## src/rtl/serial_subtractor_if.sv

```systemverilog
// serial_subtractor_if: request/result bundle for the bit-serial subtractor.
// Optional macro SERIAL_SUB_OVF_EN adds the signed-overflow flag (ovf).
//
// Handshake: start is a request that is accepted on a rising clock edge only
// when the subtractor is not busy (busy low, i.e. idle or in its done cycle).
// a/b are captured on that same edge. done is a one-cycle pulse marking the
// first cycle in which diff/bout (and ovf) hold the new result, and they keep
// it until the next done or reset. A start seen while busy is dropped.
interface serial_subtractor_if #(
    parameter int W = 8
);
    logic         start;
    logic [W-1:0] a;
    logic [W-1:0] b;
    logic         busy;
    logic         done;
    logic [W-1:0] diff;
    logic         bout;
`ifdef SERIAL_SUB_OVF_EN
    logic         ovf;
`endif
    // FSM state, exported for checkers and debug.
    logic [1:0]   state_dbg;

`ifdef SERIAL_SUB_OVF_EN
    modport master (
        output start, a, b,
        input  busy, done, diff, bout, ovf, state_dbg
    );
    modport slave (
        input  start, a, b,
        output busy, done, diff, bout, ovf, state_dbg
    );
`else
    modport master (
        output start, a, b,
        input  busy, done, diff, bout, state_dbg
    );
    modport slave (
        input  start, a, b,
        output busy, done, diff, bout, state_dbg
    );
`endif
endinterface

```

## src/rtl/serial_subtractor.sv

```systemverilog
// serial_subtractor: bit-serial W-bit subtractor, diff = a - b, LSB first,
// one bit per clock, using one full-subtractor cell and a borrow flop.
// Optional macro SERIAL_SUB_OVF_EN adds a signed-overflow flag computed
// from the captured operand sign bits.
module serial_subtractor #(
    parameter int W = 8
) (
    input  logic                clk,
    input  logic                rst,
    serial_subtractor_if.slave  bus
);
    localparam int CW = $clog2(W + 1);

    typedef enum logic [1:0] {
        IDLE  = 2'd0,
        SHIFT = 2'd1,
        DONE  = 2'd2
    } state_t;

    state_t        state;
    state_t        state_next;
    logic [CW-1:0] cnt;
    // Minuend shift register; result bits are shifted in at the MSB while
    // minuend bits leave at bit 0, so after W shifts it holds the difference.
    logic [W-1:0]  ar;
    logic [W-1:0]  br;
    logic          borrow;
    logic [W-1:0]  diff_q;
    logic          bout_q;
    logic          load;
    logic          last;
    logic          d;
    logic          borrow_n;
`ifdef SERIAL_SUB_OVF_EN
    logic          sign_a;
    logic          sign_b;
    logic          ovf_q;
`endif

    // Full-subtractor cell on the current LSBs.
    assign d        = ar[0] ^ br[0] ^ borrow;
    assign borrow_n = (~ar[0] & br[0]) | (~(ar[0] ^ br[0]) & borrow);

    // Accept a new request when idle or in the done cycle; ignored while busy.
    assign load = bus.start && ((state == IDLE) || (state == DONE));
    assign last = (cnt == CW'(W - 1));

    // State register.
    always_ff @(posedge clk) begin
        if (rst) begin
            state <= IDLE;
        end else begin
            state <= state_next;
        end
    end

    // Next-state logic.
    always_comb begin
        state_next = state;
        case (state)
            IDLE:    if (bus.start) state_next = SHIFT;
            SHIFT:   if (last) state_next = DONE;
            DONE:    state_next = bus.start ? SHIFT : IDLE;
            default: state_next = IDLE;
        endcase
    end

    // Operand capture, bit-serial datapath and result registers.
    always_ff @(posedge clk) begin
        if (rst) begin
            cnt    <= '0;
            ar     <= '0;
            br     <= '0;
            borrow <= 1'b0;
            diff_q <= '0;
            bout_q <= 1'b0;
`ifdef SERIAL_SUB_OVF_EN
            sign_a <= 1'b0;
            sign_b <= 1'b0;
            ovf_q  <= 1'b0;
`endif
        end else if (load) begin
            cnt    <= '0;
            ar     <= bus.a;
            br     <= bus.b;
            borrow <= 1'b0;
`ifdef SERIAL_SUB_OVF_EN
            sign_a <= bus.a[W-1];
            sign_b <= bus.b[W-1];
`endif
        end else if (state == SHIFT) begin
            cnt    <= cnt + CW'(1);
            ar     <= {d, ar[W-1:1]};
            br     <= {1'b0, br[W-1:1]};
            borrow <= borrow_n;
            // Results change only on the edge entering DONE.
            if (last) begin
                diff_q <= {d, ar[W-1:1]};
                bout_q <= borrow_n;
`ifdef SERIAL_SUB_OVF_EN
                ovf_q  <= (sign_a != sign_b) && (d != sign_a);
`endif
            end
        end
    end

    assign bus.busy      = (state == SHIFT);
    assign bus.done      = (state == DONE);
    assign bus.diff      = diff_q;
    assign bus.bout      = bout_q;
    assign bus.state_dbg = state;
`ifdef SERIAL_SUB_OVF_EN
    assign bus.ovf       = ovf_q;
`endif
endmodule

```

## src/flat_wrapper.sv

```systemverilog
// flat-port wrapper written by rule: the top's interface ports become plain ports
module serial_subtractor_flat 
#(
    parameter int W = 8
)
  (clk, rst, bus_start, bus_a, bus_b, bus_busy, bus_done, bus_diff, bus_bout, bus_state_dbg);
  serial_subtractor_if #(.W(W)) bus_i ();
  input  logic clk;
  input  logic rst;
  input wire logic [$bits(bus_i.start)-1:0] bus_start;
  input wire logic [$bits(bus_i.a)-1:0] bus_a;
  input wire logic [$bits(bus_i.b)-1:0] bus_b;
  output wire logic [$bits(bus_i.busy)-1:0] bus_busy;
  output wire logic [$bits(bus_i.done)-1:0] bus_done;
  output wire logic [$bits(bus_i.diff)-1:0] bus_diff;
  output wire logic [$bits(bus_i.bout)-1:0] bus_bout;
  output wire logic [$bits(bus_i.state_dbg)-1:0] bus_state_dbg;
  assign bus_i.start = bus_start;
  assign bus_i.a = bus_a;
  assign bus_i.b = bus_b;
  assign bus_busy = bus_i.busy;
  assign bus_done = bus_i.done;
  assign bus_diff = bus_i.diff;
  assign bus_bout = bus_i.bout;
  assign bus_state_dbg = bus_i.state_dbg;
  serial_subtractor #(.W(W)) u_core (.clk(clk), .rst(rst), .bus(bus_i));
endmodule
```

## config.mk

```make
export PLATFORM = sky130hd
export DESIGN_NAME = serial_subtractor_flat
export DESIGN_NICKNAME = d
export VERILOG_FILES = /design/src/rtl/serial_subtractor_if.sv /design/src/rtl/serial_subtractor.sv /design/src/flat_wrapper.sv
export SDC_FILE = /design/constraint.sdc
export NUM_CORES = 1
export LEC_CHECK = 0
export BUFFER_PORTS_ARGS = -buffer_cell sky130_fd_sc_hd__buf_4
export CAP_MARGIN = 20
export CORE_ASPECT_RATIO = 0.75
export CORE_MARGIN = 3
export CORE_UTILIZATION = 45
export DETAILED_ROUTE_END_ITERATION = 10
export PLACE_DENSITY = 0.7
export SYNTH_ARGS = -nofsm -noshare
export SYNTH_HDL_FRONTEND = slang
export SYNTH_SLANG_ARGS = --single-unit
export TNS_END_PERCENT = 100
```

## constraint.sdc

```tcl
create_clock -name clk -period 1.95 [get_ports clk]
set_clock_uncertainty 0.05 [all_clocks]
set_input_delay 0.195 -clock clk [delete_from_list [all_inputs] [get_ports clk]]
set_output_delay 0.195 -clock clk [all_outputs]
set_load 0.02 [all_outputs]
```

=== Word-level counts from Yosys, hierarchy flattened ===
Cells that the tools add are included.

* Bitwise operators: 8
* Mux-type cells: 8
* Equality and inequality tests: 5
* $add $sub $neg: 1
* Reduce and logical (&&, ||, !) cells: 7

{| class="wikitable"
|+ Operator list
! cell !! number
|-
| 8-bit two-way mux || 4
|-
| 2-bit one-hot mux with 3 select lines || 1
|-
| 4-bit by 1-bit adder with 4-bit output, second input constant || 1
|-
| 4-bit by 3-bit equality test with 1-bit output, second input constant || 1
|-
| 2-bit two-way mux || 2
|-
| 1-bit inverter || 3
|-
| 3-bit AND reduction || 1
|-
| 1-bit bitwise AND || 2
|-
| 2-bit by 1-bit equality test with 1-bit output, second input constant || 1
|-
| 2-bit equality test, second input constant || 1
|-
| 2-bit logical NOT || 1
|-
| 2-bit by 1-bit inequality test with 1-bit output, second input constant || 1
|-
| 2-bit inequality test, second input constant || 1
|-
| 2-bit AND reduction || 1
|-
| 2-bit nonzero test || 1
|-
| 2-bit OR reduction || 1
|-
| 1-bit XOR || 2
|-
| 1-bit logical AND || 1
|-
| 1-bit logical OR || 1
|-
| 1-bit two-way mux || 1
|-
| 1-bit bitwise OR || 1
|}

* Bits in registers: 32
* Word-level logic and storage cells: 36
* Output and inout port bits: 13
* Input bits: 19

=== Longest topological paths before layout ===
* Word-level depth: 5
* Mapped depth: 5
* Depth with buffers taken out: 4

=== Worst setup path before layout ===
OpenSTA, ideal clock, no wires.

* Kind: register to register
* Start point: register u_core.state[0], in the netlist u_core.bus.state_dbg[0]
* End point: register u_core.cnt[3]
* Setup time: 70 ps
* Data arrival time: 1195 ps
* Slack: 635 ps
* Path buffers: 1
* Required time: 1830 ps
* Clock period less this slack: 1315 ps
* Stages on the path, launching flop included: 5
* Cell sequence: dfxtp_1 nand2b_1 buf_6 or3_1 a21oi_1

* Word-level cells in the longest chain between the ends: 4
* Elaborated cells on any way between the ends: 6
* Classes of those cells: 2 x eq/ne; 4 x reduce/logical

{| class="wikitable"
|+ Ends and longest elaborated chain
! what !! RTL line !! RTL
|-
| start: declaration || serial_subtractor.sv:20 || <nowiki>state_t state;</nowiki>
|-
| start signal: assignment || serial_subtractor.sv:53 || <nowiki>state <= state_next;</nowiki>
|-
| 2-bit equality test / 2-bit logical NOT (equally long branches) || serial_subtractor.sv:45 || <nowiki>assign load = bus.start && ((state == IDLE) || (state == DONE));</nowiki>
|-
| 1-bit logical OR || serial_subtractor.sv:45 ||
|-
| 1-bit logical AND || serial_subtractor.sv:45 ||
|-
| 2-bit OR reduction (no source line) || -- ||
|-
| end signal: assignment || serial_subtractor.sv:92 || <nowiki>cnt <= cnt + CW'(1);</nowiki>
|-
| end: declaration || serial_subtractor.sv:22 || <nowiki>logic [CW-1:0] cnt;</nowiki>
|}

Several ways; a longest one is shown, not always the timed one.
A chain may end at the register's enable or synchronous reset.

=== Worst setup path after layout ===
* Start point: register u_core.state[0], in the netlist u_core.bus.state_dbg[0]
* End point: output port bus_busy

* Word-level cells in the longest chain between the ends: 1

{| class="wikitable"
|+ Ends and longest elaborated chain
! what !! RTL line !! RTL
|-
| 2-bit by 1-bit equality test with 1-bit output || serial_subtractor.sv:107 || <nowiki>assign bus.busy = (state == SHIFT);</nowiki>
|-
| end: declaration || flat_wrapper.sv:13 || <nowiki>output wire logic [$bits(bus_i.busy)-1:0] bus_busy;</nowiki>
|}

No other way between the ends.

==> flow_summary.json <==
{
  "status": "complete, no violations",
  "power.leakage_nw": 0.6471,
  "die_y_um": 52.86,
  "initial_core_util_pct": 48.75,
  "route.detailed.drc": 0,
  "holdCritStartpoint": "bus_b[7]",
  "die_width_um": 68.48,
  "r2r-start": "u_core.cnt[0]",
  "tns_ps": 0,
  "rsz0062_at_grt": "false",
  "hold_ws_ps": 121.8,
  "io_pins": 32,
  "grt_remaining_overflow": 0,
  "htreeDepth": 2,
  "antenna_cells": 0,
  "whs_endpoint": "u_core.br[7]",
  "syn_nets": 176,
  "path_max_fanout": 31,
  "required_ps": 1700,
  "critPathKind": "flop to output port",
  "ys_types": 25,
  "tritoncts": "done",
  "p_per_area_nw_per_um2": 850.2,
  "ant_nets": 0,
  "ir_worst_vdd_mv": 0.4642,
  "ys_seq_area_share_pct": 48.62,
  "fill_cells": 261,
  "crit_path_max_incr_delay_ps": 410,
  "post-place-cells": 214,
  "setup.worst_path.start_class": "flop",
  "ys_ff_latch": 32,
  "final_common_cell": "buf_4",
  "hold_depth": 3,
  "drv_slew": 0,
  "grt_usage_pct": 18.70,
  "area_growth_pct": 25.55,
  "r2r_end": "u_core.bus.bout",
  "final_layout_size_suffix_gt1_share_pct": 23.66,
  "max_slew_margin_pct": 74.31,
  "fin_cells": 222,
  "stdcell_area_um2": 1654,
  "die_area_um2": 3620,
  "ys_warn_count": 0,
  "drv_cap": 0,
  "num_rows": 16,
  "crit_chain": "nand2b_1, inv_1, buf_4, buf_4",
  "clk_pin_slew_ps": 70,
  "tightest_slew_ps": 385.3,
  "grt_max_degree": 32,
  "total_power_mw": 1.406,
  "core-area_um2": 2703,
  "multi_input_area_um2": 594.3,
  "end_kind": "output port",
  "place_congestion": 0.7404,
  "timing.fmax_ghz": 0.6220,
  "critPathMostFrequentCell": "buf_4",
  "vias": 1223,
  "drt-total-wl_mm": 3.072,
  "synth.largest_area_cell": "dfxtp_1",
  "post_cts_buffers": 0,
  "drt_iter0_drc": 88,
  "cts_buffers": 5,
  "setup_violations": 0,
  "reg2reg_slack_ps": 450,
  "firstDrtPassIters": 5,
  "postPlaceCellArea_um2": 1562,
  "synth_area_per_cell_um2": 8.500,
  "synth_top_area_share_pct": 48.62,
  "worst-r2r-cell-count": 4,
  "cts_hold_buf": 0,
  "arrival_ps": 1360,
  "ctsRootBufferMaster": "clkbuf_8",
  "min_period_ps": 1608,
  "final_cell_mix": "buf_4, dfxtp_1, a21oi_1, nand2_1, nand3_1",
  "finalHoldViolCount": 0,
  "hp-class": "input port to flop",
  "port_buffers": 31,
  "cts_buffer_depth": 2,
  "regArea_um2": 640.6,
  "vias_per_cell": 5.509,
  "cts.repair.resized": 0,
  "grt_antenna_before_repair": 0,
  "cpMaxStageDelayCell": "dfxtp_1",
  "synth_area_leaders": "dfxtp_1, a21oi_1, a311oi_1",
  "worstSkewPairLatency_ps": 270,
  "nets": 206,
  "cts.sinks": 32,
  "routedWlPerCell_um": 13.84,
  "grt_pass1_vias": 1151,
  "dp_hpwl_mm": 2.102,
  "min_period_over_period_pct": 82.45,
  "synth_area_um2": 1318,
  "grt_first_pass_wirelength_mm": 5.078,
  "synth_cells": 155
}
## worst max-delay path: cells and delay by family, from the launching register on
kind / cells / cell delay (ps)
buf+inv: 3 / 570
simple gates: 1 / 100
flops: 1 / 410
## area by class of cell
class	count	share of cell area (%)
clock buffer	6	4.992
clock inverter	2	0.6051
inverter	3	0.6808
multi-input combinational	107	35.93
sequential	32	38.73
tap	36	2.723
timing repair buffer	36	16.34
## routing by layer
metal	vias up	global-route usage, %	routed length [um]
met1	575	24.74	1430
met2	38	29.64	1418
met5	-	0	0
li1	608	-	-
met4	0	4.620	8
met3	2	5.520	216
## cell families (layout without fill, tap and decap cells)
logic type                 after synthesis  count (layout)  share of synthesized area (%)
xor gates and xnor gates                 2               2                          1.330
DFF                                     32              32                          48.62
adders and majority gates                2               2                          2.469
buffers and inverters                   16              47                          6.267
AOI/OAI and AO/OA                       43              43                          19.94
and+or+nand+nor                         60              60                          21.37
## where the power goes
part / switching [mW] / internal [mW]
clock: 0.234 / 0.281
sequential: 0.0266 / 0.689
combinational: 0.0980 / 0.0782
total: 0.358 / 1.05
## how the worst max path moves through the flow
stage | startpoint | endpoint | slack, ps | cells past startpoint
after floorplan | u_core.bus.state_dbg[0] | u_core.cnt[3] | 640 | 4
after global routing | u_core.bus.state_dbg[0] | bus_busy | 220 | 4
final | u_core.bus.state_dbg[0] | bus_busy | 340 | 4
after CTS | u_core.bus.state_dbg[0] | bus_busy | 350 | 4
after global placement | u_core.cnt[0] | u_core.bus.bout | 560 | 4
after detailed placement | u_core.cnt[0] | u_core.bus.bout | 490 | 4
## through the flow
step	setup WS, ps	utilization, %
6_report	342.2	61.20
3_5_place_dp	486.5	57.78
5_1_grt	218.5	61.20
3_3_place_gp	564.1	57.78
2_1_floorplan	635.2	-
4_1_cts	347.4	61.20
## flip-flops by register name (all words and copies together), names as in the netlist
signal	flops
u_core.cnt	4
u_core.ar	8
u_core.bus.state_dbg	2
u_core.borrow	1
u_core.bus.diff	8
u_core.bus.bout	1
u_core.br	8
## cell usage after synthesis
cell type,count
nand3_1,14
nand3b_1,2
nand2b_1,3
or3_1,1
o22ai_1,4
buf_2,6
a211oi_1,1
xnor2_1,1
dfxtp_1,32
ha_1,1
clkbuf_1,4
nor3_1,9
a311oi_1,8
buf_4,2
inv_1,3
nor2b_1,2
a21oi_1,17
o21ai_0,9
xor2_1,1
fa_1,1
buf_6,1
nor2_1,11
a22oi_1,4
nand2_1,17
and3b_1,1
(Power assumes the default switching activity.)
